[src/rtl/hex_display_scanner_pkg.sv]
// Shared constants and helpers for the multiplexed hex display blocks.
// lz_mask works on a fixed 16-digit width so any DIGITS up to 16 can reuse it.
package display_pkg;

    localparam int DIGIT_W      = 4;
    localparam int MAX_DIGITS   = 16;
    localparam int FULL_W       = DIGIT_W * MAX_DIGITS;
    localparam int DEF_DIGITS   = 8;
    localparam int DEF_PRESCALE = 50000;

    // Bit i set when digit i (i>=1) is a leading zero: it and every higher digit
    // carry a zero nibble and no decimal point. Digit 0 is never blanked.
    function automatic logic [MAX_DIGITS-1:0] lz_mask(
        input logic [FULL_W-1:0]     value,
        input logic [MAX_DIGITS-1:0] dp,
        input int                    digits
    );
        logic [MAX_DIGITS-1:0] mask;
        logic                  seen;
        mask = '0;
        seen = 1'b0;
        for (int i = MAX_DIGITS - 1; i >= 1; i--) begin
            if (i < digits) begin
                seen    = seen | (|value[DIGIT_W*i +: DIGIT_W]) | dp[i];
                mask[i] = ~seen;
            end
        end
        return mask;
    endfunction

endpackage

[src/rtl/hex_display_scanner_prescaler.sv]
// Free-running modulo-PRESCALE counter; o_tick is high in the last count of each period.
module display_prescaler #(
    parameter int PRESCALE = 50000
) (
    input  logic clk,
    input  logic rst,
    output logic o_tick
);

    localparam int CNT_W = (PRESCALE > 1) ? $clog2(PRESCALE) : 1;

    logic [CNT_W-1:0] r_count;

    assign o_tick = (r_count == CNT_W'(PRESCALE - 1));

    always_ff @(posedge clk) begin
        if (rst) begin
            r_count <= '0;
        end else if (o_tick) begin
            r_count <= '0;
        end else begin
            r_count <= r_count + CNT_W'(1);
        end
    end

endmodule

[src/rtl/hex_display_scanner.sv]
// Scan controller for common-anode 7-segment digits with a frame-synchronous
// double buffer; outputs feed the hex-to-segment decoder one digit at a time.
module hex_display_scanner
    import display_pkg::*;
#(
    parameter int DIGITS        = DEF_DIGITS,
    parameter int PRESCALE      = DEF_PRESCALE,
    parameter int BLANK_LEADING = 1
) (
    input  logic                      clk,
    input  logic                      rst,
    input  logic                      load,
    input  logic [DIGIT_W*DIGITS-1:0] value,
    input  logic [DIGITS-1:0]         dp_mask,
    output logic [DIGITS-1:0]         digit_en,
    output logic [DIGIT_W-1:0]        nibble,
    output logic                      dp,
    output logic                      blank,
    output logic                      frame_done
);

    localparam int IDX_W = $clog2(DIGITS);
    localparam int VAL_W = DIGIT_W * DIGITS;

    logic [IDX_W-1:0]      r_index;
    logic [VAL_W-1:0]      r_disp_val;
    logic [DIGITS-1:0]     r_disp_dp;
    logic [VAL_W-1:0]      r_pend_val;
    logic [DIGITS-1:0]     r_pend_dp;
    logic                  r_pend_valid;

    logic                  w_tick;
    logic                  w_wrap;
    logic [IDX_W-1:0]      w_next_index;
    logic [VAL_W-1:0]      w_next_val;
    logic [DIGITS-1:0]     w_next_dp;
    logic [MAX_DIGITS-1:0] w_lz;
    logic [DIGITS-1:0]     w_blank_vec;
    logic                  w_next_blank;

    display_prescaler #(
        .PRESCALE (PRESCALE)
    ) u_prescaler (
        .clk    (clk),
        .rst    (rst),
        .o_tick (w_tick)
    );

    assign w_wrap = w_tick && (r_index == IDX_W'(DIGITS - 1));

    always_comb begin
        w_next_index = r_index;
        if (w_tick) begin
            w_next_index = w_wrap ? '0 : r_index + IDX_W'(1);
        end
    end

    // A load landing on the wrap tick wins over anything still pending.
    always_comb begin
        w_next_val = r_disp_val;
        w_next_dp  = r_disp_dp;
        if (w_wrap) begin
            if (load) begin
                w_next_val = value;
                w_next_dp  = dp_mask;
            end else if (r_pend_valid) begin
                w_next_val = r_pend_val;
                w_next_dp  = r_pend_dp;
            end
        end
    end

    assign w_lz         = lz_mask(FULL_W'(w_next_val), MAX_DIGITS'(w_next_dp), DIGITS);
    assign w_blank_vec  = (BLANK_LEADING != 0) ? w_lz[DIGITS-1:0] : '0;
    assign w_next_blank = w_blank_vec[w_next_index];

    always_ff @(posedge clk) begin
        if (rst) begin
            r_index      <= '0;
            r_disp_val   <= '0;
            r_disp_dp    <= '0;
            r_pend_val   <= '0;
            r_pend_dp    <= '0;
            r_pend_valid <= 1'b0;
            digit_en     <= DIGITS'(1);
            nibble       <= '0;
            dp           <= 1'b0;
            blank        <= 1'b0;
            frame_done   <= 1'b0;
        end else begin
            r_index    <= w_next_index;
            r_disp_val <= w_next_val;
            r_disp_dp  <= w_next_dp;
            if (load && !w_wrap) begin
                r_pend_val   <= value;
                r_pend_dp    <= dp_mask;
                r_pend_valid <= 1'b1;
            end else if (w_wrap) begin
                r_pend_valid <= 1'b0;
            end
            // Outputs track the state being entered so they move with the index.
            digit_en   <= DIGITS'(1) << w_next_index;
            nibble     <= w_next_val[int'(w_next_index)*DIGIT_W +: DIGIT_W];
            dp         <= w_next_dp[w_next_index] & ~w_next_blank;
            blank      <= w_next_blank;
            frame_done <= w_wrap;
        end
    end

endmodule

[config.mk]
export PLATFORM = sky130hd
export DESIGN_NAME = hex_display_scanner
export DESIGN_NICKNAME = d
export VERILOG_FILES = /design/src/rtl/hex_display_scanner_pkg.sv /design/src/rtl/hex_display_scanner_prescaler.sv /design/src/rtl/hex_display_scanner.sv
export SDC_FILE = /design/constraint.sdc
export NUM_CORES = 1
export LEC_CHECK = 0
export BUFFER_PORTS_ARGS = -buffer_cell sky130_fd_sc_hd__buf_4
export CAP_MARGIN = 20
export CORE_MARGIN = 4
export CORE_UTILIZATION = 30
export DETAILED_ROUTE_END_ITERATION = 8
export MAX_ROUTING_LAYER = met4
export PLACE_DENSITY = 0.47
export SYNTH_ARGS = -nofsm -noshare
export SYNTH_HDL_FRONTEND = slang
export SYNTH_SLANG_ARGS = --single-unit
[constraint.sdc]
create_clock -name clk -period 3.05 [get_ports clk]
set_input_delay 0.61 -clock clk [delete_from_list [all_inputs] [get_ports clk]]
set_output_delay 0.61 -clock clk [all_outputs]
set_load 0.02 [all_outputs]
=== After elaboration in Yosys (flattened, before gate mapping) ===
Index checks and enable logic that the tools add are counted.

* Output and inout bits: 15
* Flip-flop bits (word level): 115

* Shift-type cells: 2
* Multiplexer cells: 14
* Magnitude comparators: 1
* $add $sub $neg: 2
* Bitwise gates (word level): 22
* Reduce and logical (&&, ||, !) cells: 12
* Equality and inequality tests: 2

{| class="wikitable"
|+ Operators by type and width
! operator !! count
|-
| 2-to-1 mux 32 bit || 3
|-
| indexed part select 32 x 6 -> 4 bit || 1
|-
| OR reduction 4 bit || 7
|-
| 2-to-1 mux 8 bit || 3
|-
| adder 16 x 1 -> 16 bit, second input constant || 1
|-
| equality test 16 bit, second input constant || 1
|-
| OR 1 bit || 13
|-
| inverter 1 bit || 8
|-
| << shifter 1 x 3 -> 8 bit, first input constant || 1
|-
| binary-select mux 1 bit (select 3 bit) || 2
|-
| 2-to-1 mux 3 bit || 2
|-
| < comparator 3 x 4 -> 1 bit, second input constant || 1
|-
| 2-to-1 mux 1 bit || 4
|-
| adder 3 x 1 -> 3 bit, second input constant || 1
|-
| equality test 3 bit, second input constant || 1
|-
| logical AND 1 bit || 2
|-
| nonzero test 2 bit || 1
|-
| OR reduction 2 bit || 1
|-
| AND 1 bit || 1
|-
| zero test 1 bit || 1
|}

=== Depth between registers and ports, before layout ===
Gate-level depths: netlist of the first run.

* Word-level depth: 22
* Mapped depth: 10

=== By module ===
A second synthesis of the first run with hierarchy kept.

* Cells, all modules: 576
* Area, all modules: 5046.1 sq um

{| class="wikitable"
|+ Modules (own cells, without submodules)
! module !! area an instance (sq um) !! instances !! cells each
|-
| hex_display_scanner || 4335.4 || 1 || 495
|-
| display_prescaler || 710.7 || 1 || 81
|}

=== Worst setup path before layout of the first run ===
OpenSTA, ideal clock, no wires.

* Kind: register to register
* From: register u_prescaler.r_count[11]
* To: register nibble[2]
* Data required time: 2.916 ns
* Arrival time: 2.603 ns
* Setup time: 0.134 ns
* Path slack: 0.313 ns
* Stages on the path, launching flop included: 8
* Buffers on the path: 1
* Period minus slack after synthesis: 2.737 ns
* Cell sequence: dfxtp_1 or4b_4 nor4b_4 mux2i_1 clkbuf_1 nor2_1 nor3_1 o32ai_1

* Longest elaborated chain between the ends: 5

{| class="wikitable"
|+ RTL lines
! what !! line !! RTL
|-
| from (decl) || hex_display_scanner_prescaler.sv:12 || <nowiki>logic [CNT_W-1:0] r_count;</nowiki>
|-
| from (signal assigned) || hex_display_scanner_prescaler.sv:22 || <nowiki>r_count <= r_count + CNT_W'(1);</nowiki>
|-
| equality test 16 bit (*) || hex_display_scanner_prescaler.sv:14 || <nowiki>assign o_tick = (r_count == CNT_W'(PRESCALE - 1));</nowiki>
|-
| logical AND 1 bit || hex_display_scanner.sv:49 || <nowiki>assign w_wrap = w_tick && (r_index == IDX_W'(DIGITS - 1));</nowiki>
|-
| 2-to-1 mux 3 bit || hex_display_scanner.sv:54 || <nowiki>w_next_index = w_wrap ? '0 : r_index + IDX_W'(1);</nowiki>
|-
| 2-to-1 mux 3 bit || hex_display_scanner.sv:53 || <nowiki>if (w_tick) begin</nowiki>
|-
| indexed part select 32 x 6 -> 4 bit (*) || hex_display_scanner.sv:103 || <nowiki>nibble <= w_next_val[int'(w_next_index)*DIGIT_W +: DIGIT_W];</nowiki>
|-
| to (signal assigned) || hex_display_scanner.sv:103 ||
|-
| to (decl) || hex_display_scanner.sv:16 || <nowiki>output logic [DIGIT_W-1:0] nibble,</nowiki>
|}

Mark *: on every way between the ends. The rest lies on a longest branch, timed or not.
A chain may end at the register's enable or synchronous reset.

=== Final worst setup path of the first run ===
* From: register u_prescaler.r_count[11]
* To: register blank

* Longest elaborated chain between the ends: 20

{| class="wikitable"
|+ RTL lines
! what !! line !! RTL
|-
| equality test 16 bit (*) || hex_display_scanner_prescaler.sv:14 ||
|-
| logical AND 1 bit || hex_display_scanner.sv:49 ||
|-
| 2-to-1 mux 32 bit || hex_display_scanner.sv:62 || <nowiki>if (w_wrap) begin</nowiki>
|-
| OR reduction 4 bit || hex_display_scanner_pkg.sv:24 || <nowiki>seen = seen | (|value[DIGIT_W*i +: DIGIT_W]) | dp[i];</nowiki>
|-
| OR 1 bit (13 in a row) || hex_display_scanner_pkg.sv:24 ||
|-
| inverter 1 bit || hex_display_scanner_pkg.sv:25 || <nowiki>mask[i] = ~seen;</nowiki>
|-
| binary-select mux 1 bit (select 3 bit) (*) || hex_display_scanner.sv:75 || <nowiki>assign w_next_blank = w_blank_vec[w_next_index];</nowiki>
|-
| 2-to-1 mux 1 bit (implied by the code) (*) || hex_display_scanner.sv:75 ||
|-
| to (signal assigned) || hex_display_scanner.sv:105 || <nowiki>blank <= w_next_blank;</nowiki>
|-
| to (decl) || hex_display_scanner.sv:18 || <nowiki>output logic blank,</nowiki>
|}

Mark *: on every way between the ends. The rest lies on a longest branch, timed or not. The select of a mux whose other input is x is not followed.

==> run summary, run 1 <==
Max cap viols -> 0
Vias per inst -> 4.81
Max VDD drop -> 0.389 mV
Max Transition Viols Final -> 0
Drc violations -> 0
#FFs+latches synth -> 115
Seq/Total Area, Yosys -> 43.9%
Antenna Nets Post-Route -> 0
Gr ovfl total -> 0
CP Buf/Inv Count -> 1
Sw Ratio -> 21.5%
Die width -> 140 um
Final setup violation count -> 0
CTS H-tree depth -> 4
Drt initial violations -> 220
Mapped Area -> 0.00525 mm2
Syn nets -> 638
Capturing point of the worst reg2reg path -> blank
Reg2reg path depth -> 8
Power share of the combinational group -> 6.2%
Clk_lat worst skew -> 0.42 ns
Worst path slowest cell -> or4_4
Reg area -> 0.00230 mm2
Unrepaired setup endpoints after global routing -> no
Worst-path clk slew -> 0.05 ns
Worst hold margin -> 0.439 ns
I/O pin total -> 58
CTS tree -> done
Clock tree buffer depth -> 2
Critical path endpoint category -> flop
Detailed placement HPWL -> 9910 um
Starting density of the core -> 30.4%
First-pass GRT wire length -> 22,500 um
Worst-Margin Slew -> 0.854 ns
Setup TNS -> 0 ns
Avg Inst Size Synth -> 8.86 um2
Area leader, netlist -> dfxtp_1
Arr. time, crit path -> 3.27 ns
Post-synth EDFFs -> 0
Worst Hold Path EP -> u_prescaler.r_count[0]
Antenna violations before repair -> 0
Clock period minus worst slack -> 2.92 ns
Hold crit path type -> flop to flop
Fill cells -> 1,773
Fmax achieved -> 342 MHz
Status -> completed
R2r setup slk -> 0.13 ns
Commonest register cell after synthesis -> dfxtp_1
Vias -> 4,270
Hold path depth -> 1
Worst setup SP type -> flop
Total CTS buffers -> 17
Async SR Flop Fraction -> 0%
I/O Buffers -> 57
Leak Pwr -> 2.61 nW
Mapped Cells -> 592
Vias in the first global route -> 4,343
Die Ht -> 140 um
Crit-path cells -> or4b_4 > or4_4 > nor2_8 > buf_12 > mux2i_1 > o21ai_0 > a211oi_1 > o2111a_1
Core ar. -> 0.0172 mm2
Max incr delay on CP -> 0.60 ns
Largest delay contributor family on the critical path -> simple AND/OR/NAND/NOR gates
TritonRoute pass-1 iters -> 4
CTS root buf -> clkbuf_16
Area contributors post-synth -> dfxtp_1 (44%), mux2i_1 (11%), mux2_2 (8.6%)
Clock sinks -> 115
Clock skew -> 0.0148 ns
Relative slew slack -> 43.0%
Crit Path Class -> flop to flop
Internal power -> 3.03 mW
FP Rows -> 48
Routed len/inst -> 15.8 um
Power Density -> 586 mW/mm2
GRT Util Overall -> 14.9%
Die ar. -> 0.0197 mm2
Yosys cell types -> 43
HP Start -> u_prescaler.r_count[0]
Syn. warnings -> 0
Reg2reg start -> u_prescaler.r_count[11]
DRT Wirelength -> 14,000 um
Multi-input logic area -> 0.00277 mm2
Seq pwr share -> 40.4%
Top cell type's share of synthesized area -> 43.9%
Psw -> 0.829 mW
Share of layout cells above drive strength 1 -> 23.7%
Ant. Diodes -> 0
Gpl congestion -> 0.815
Max FO, Critical Path -> 22
Area Growth Syn to Fin -> 25.4%
Final worst-path cycle share -> 95.8%
Final Hold Fails -> 0
Largest net degree at the start of global routing -> 63
CP required -> 3.40 ns
Clk pwr share -> 53.5%
Final nets -> 695
[repair_timing]
item | in CTS | in global routing
endpoints found under the setup margin | 0 | 1
resized for setup | 0 | 2
setup buffers | 0 | 0
endpoints found under the hold margin | 0 | 0
hold buffers | 0 | 0
[worst register-to-register path, cell delays in order, from the launching register on]
cell and delay [ns]:
dfxtp_1 0.35, or4b_4 0.59, or4_4 0.60, nor2_8 0.17, buf_12 0.20, mux2i_1 0.34
o21ai_0 0.14, a211oi_1 0.27, o2111a_1 0.19
[sequential cells by signal, summed over array words and instances (netlist names)]
| register | cells |
|---|---|
| dp | 1 |
| r_pend_dp | 8 |
| r_pend_val | 32 |
| r_index | 3 |
| frame_done | 1 |
| r_pend_valid | 1 |
| u_prescaler.r_count | 16 |
| nibble | 4 |
| r_disp_val | 32 |
| digit_en | 8 |
| r_disp_dp | 8 |
| blank | 1 |
[cell families (layout without fill, tap and decap cells)]
group / count (synthesis) / after routing / share of synthesized area (%)
and+or+nand+nor: 257 / 257 / 22.5
xor gates and xnor gates: 13 / 13 / 2.17
DFF: 115 / 115 / 43.9
buffers and inverters: 40 / 110 / 3.65
AOI/OAI and AO/OA: 67 / 67 / 7.63
muxes: 97 / 97 / 19.5
adders and majority gates: 3 / 3 / 0.716
[stage by stage]
| step | power, mW | util, % | setup slack [ns] | cells | cell area [um2] |
|---|---|---|---|---|---|
| 2_1_floorplan | 1.73 | - | 0.313 | 592 | 5250 |
| 3_3_place_gp | 1.83 | 34.6 | 0.0783 | 855 | 5960 |
| 3_5_place_dp | 1.83 | 34.6 | 0.0428 | 855 | 5960 |
| 4_1_cts | 3.91 | 38.1 | 0.0113 | 887 | 6570 |
| 5_1_grt | 4.02 | 38.2 | 0.0179 | 887 | 6580 |
| 6_report | 3.86 | 38.2 | 0.127 | 887 | 6580 |
[layer usage]
metal	track usage, %	up-vias	wire length [um]	share of wire (%)
met3	4.06	14	499	3.6
met1	18.4	2017	6520	46
met2	23.0	78	6760	48
li1	-	2161	-	-
met4	6.22	0	239	1.7
met5	-	-	0	0
[cell type report]
cell class | instances | area share [%]
Multi-Input combinational cell | 437 | 42.1
Sequential cell | 115 | 35.0
Clock buffer | 22 | 6.90
Inverter | 2 | 0.114
Tap cell | 225 | 4.28
Clock inverter | 10 | 2.38
Timing Repair Buffer | 76 | 9.24
[power by group through the flow]
stage                     registers [mW]  logic [mW]  clock network (mW)
after floorplan                     1.58       0.144                   0
after global placement              1.59       0.239                   0
after detailed placement            1.59       0.240                   0
after CTS                           1.56       0.241                2.11
after global routing                1.56       0.264                2.20
final                               1.56       0.238                2.06
[cells in the mapped netlist (2+ instances only)]
cell      instances
inv_1             2
xnor2_1           5
a21oi_1          46
mux2_2           40
or4_1             7
nand4_1           2
and3_2            2
nand2b_1          2
mux2i_1          57
buf_6             4
nand4b_1          4
buf_4             2
nor2_1           93
o32ai_1           5
dfxtp_1         115
ha_1              3
nand3_1          10
buf_2             3
o21ai_0           4
or3_1             3
nand2_1          89
and3_1            5
clkbuf_1         28
a32oi_1           2
nor4_1            3
nor3_1           27
xor2_1            8
or4b_4            2
o31ai_1           4
or2_2             2
[worst max-delay path by stage]
| stage | start | to | depth (start not counted) |
|---|---|---|---|
| after floorplan | u_prescaler.r_count[11] | nibble[2] | 7 |
| after global placement | u_prescaler.r_count[11] | blank | 6 |
| after detailed placement | u_prescaler.r_count[11] | blank | 6 |
| after CTS | u_prescaler.r_count[11] | blank | 6 |
| after global routing | u_prescaler.r_count[11] | blank | 8 |
| final | u_prescaler.r_count[11] | blank | 8 |
[cells in the final DEF (no fill, tap or decap), types with 8 or more instances in the layout]
cell type	n
dfxtp_1	115
mux2i_1	56
nand3_1	10
buf_4	73
nor2_1	93
nand2_1	89
clkbuf_16	17
nor3_1	27
xor2_1	8
mux2_2	40
a21oi_1	46
Note: power is estimated with default switching activity, not from simulation.
==> run 2, diff against run 1 <==
Settings changed: CORE_UTILIZATION 30 to 45, PLACE_DENSITY 0.47 to 0.65.
==> run summary, run 2 (synthesis results as in run 1) <==
PnR Total Power -> 3.70 mW (was 3.86 mW)
Clock sinks -> 115 (unchanged)
Seq pwr share -> 42.1% (was 40.4%)
# Post-CTS Setup Buffers -> 0 (unchanged)
Crit Path Class -> flop to flop (unchanged)
Die width -> 116 um (was 140 um)
CP required -> 3.41 ns (was 3.40 ns)
Routed len/inst -> 16.0 um (was 15.8 um)
Placed Area -> 0.00579 mm2 (was 0.00596 mm2)
Vias in the first global route -> 4,213 (was 4,343)
Final Hold Fails -> 0 (unchanged)
Power share of the combinational group -> 6.3% (was 6.2%)
Drt initial violations -> 196 (was 220)
CTS H-tree depth -> 4 (unchanged)
Final Non-Filler Cells -> 801 (was 887)
Power Density -> 580 mW/mm2 (was 586 mW/mm2)
Max FO, Critical Path -> 8 (was 22)
Worst setup SP type -> flop (unchanged)
GRT Util Overall -> 20.2% (was 14.9%)
Max VDD drop -> 0.402 mV (was 0.389 mV)
TritonRoute pass-1 iters -> 5 (was 4)
Most frequent cells in the layout -> dfxtp_1 (115), nor2_1 (93), nand2_1 (89) (unchanged)
Post-route cell area -> 0.00639 mm2 (was 0.00658 mm2)
I/O pin total -> 58 (unchanged)
Setup TNS -> 0 ns (unchanged)
Clk pwr share -> 51.7% (was 53.5%)
Share of layout cells above drive strength 1 -> 23.4% (was 23.7%)
Worst Setup SP -> u_prescaler.r_count[11] (unchanged)
Reg2reg start -> u_prescaler.r_count[11] (unchanged)
DRT Wirelength -> 12,800 um (was 14,000 um)
Clock tree buffer depth -> 2 (unchanged)
Drc violations -> 0 (unchanged)
Unrepaired setup endpoints after global routing -> no (unchanged)
First-pass GRT wire length -> 20,500 um (was 22,500 um)
Busiest layer in global routing -> met2 (unchanged)
Antenna Nets Post-Route -> 0 (unchanged)
I/O Buffers -> 57 (unchanged)
Total CTS buffers -> 17 (unchanged)
Core ar. -> 0.0114 mm2 (was 0.0172 mm2)
Biggest registers after layout -> r_disp_val x32, r_pend_val x32, u_prescaler.r_count x16 (unchanged)
Clock skew -> 0.00726 ns (was 0.0148 ns)
Die Ht -> 116 um (was 140 um)
Antenna violations before repair -> 0 (unchanged)
Layout Utilization -> 55.9% (was 38.2%)
CTS root buf -> clkbuf_16 (unchanged)
Ant. Diodes -> 0 (unchanged)
CTS tree -> done (unchanged)
Max Transition Viols Final -> 0 (unchanged)
Max cap viols -> 0 (unchanged)
Sw Ratio -> 22.3% (was 21.5%)
Vias -> 4,314 (was 4,270)
Vias per inst -> 5.39 (was 4.81)
Gr ovfl total -> 0 (unchanged)
Met3 Usage GRT -> 6.42% (was 4.06%)
Die ar. -> 0.0135 mm2 (was 0.0197 mm2)
Clock period minus worst slack -> 2.92 ns (about the same)
Leak Pwr -> 2.57 nW (was 2.61 nW)
Psw -> 0.825 mW (was 0.829 mW)
Starting density of the core -> 45.9% (was 30.4%)
Final worst-path cycle share -> 95.8% (about the same)
Placed cells -> 768 (was 855)
Met1 GRT Util -> 24.8% (was 18.4%)
Largest net degree at the start of global routing -> 63 (unchanged)
Worst-path clk slew -> 0.05 ns (about the same)
Clk_lat worst skew -> 0.42 ns (about the same)
Final nets -> 691 (was 695)
Final setup violation count -> 0 (unchanged)
HP Start -> u_prescaler.r_count[0] (unchanged)
Relative slew slack -> 46.5% (was 43.0%)
Arr. time, crit path -> 3.28 ns (was 3.27 ns)
Area Growth Syn to Fin -> 21.7% (was 25.4%)
Status -> completed (unchanged)
Gpl congestion -> 0.809 (was 0.815)
Leading cell type in the layout, fill and taps excluded -> dfxtp_1 (unchanged)
Internal power -> 2.88 mW (was 3.03 mW)
Fmax achieved -> 342 MHz (about the same)
Worst-Margin Slew -> 0.802 ns (was 0.854 ns)
FP Rows -> 39 (was 48)
Critical path endpoint category -> flop (unchanged)
Met2 usage -> 31.8% (was 23.0%)
Detailed placement HPWL -> 8760 um (was 9910 um)
Hold crit path type -> flop to flop (unchanged)
==> run 2: what timing repair did <==
action                                  4_1_cts  5_1_grt
gates resized for setup                       0        1
hold buffers                                  0        0
endpoints found under the setup margin        0        1
==> run 2: worst max-delay path, stage by stage, from the launching register on <==
cell and delay [ns]:
dfxtp_1 0.34, or4b_4 0.59, or4_1 0.72, o41ai_2 0.57
o21ai_0 0.17, a211oi_1 0.27, o2111a_1 0.19
==> run 2: power by group through the flow <==
stage                     Sequential [mW]  Clock [mW]  Combinational (mW)
after floorplan                      1.58           0               0.144
after global placement               1.59           0               0.228
after detailed placement             1.59           0               0.234
after CTS                            1.56        1.95               0.235
after global routing                 1.56        2.01               0.257
final                                1.56        1.91               0.232
==> run 2: final timing paths <==
check / end / slack [ns] / cells after the start
max: blank / 0.13 / 6
min: u_prescaler.r_count[0] / 0.44 / 1
max reg2reg: blank / 0.13 / 6
min reg2reg: u_prescaler.r_count[0] / 0.44 / 1
==> run 2: area by class of cell <==
cell class	instances	area, um2
Clock buffer	21	460
Clock inverter	11	110
Fill cell	1053	5030
Inverter	2	7.51
Multi-Input combinational cell	437	2760
Sequential cell	115	2300
Tap cell	143	179
Timing Repair Buffer	72	571
==> run 2: per-layer routing <==
| metal | routed length (um) | up-vias |
|---|---|---|
| met2 | 6240 | 90 |
| met1 | 5780 | 2055 |
| li1 | - | 2155 |
| met4 | 140 | 0 |
| met5 | 0 | - |
| met3 | 643 | 14 |
==> run 2: metrics by stage <==
step	worst slack (ns)	hold slack, ns
2_1_floorplan	0.313	0.413
3_3_place_gp	0.203	0.427
3_5_place_dp	0.143	0.436
4_1_cts	0.123	0.429
5_1_grt	0.0139	0.442
6_report	0.128	0.440
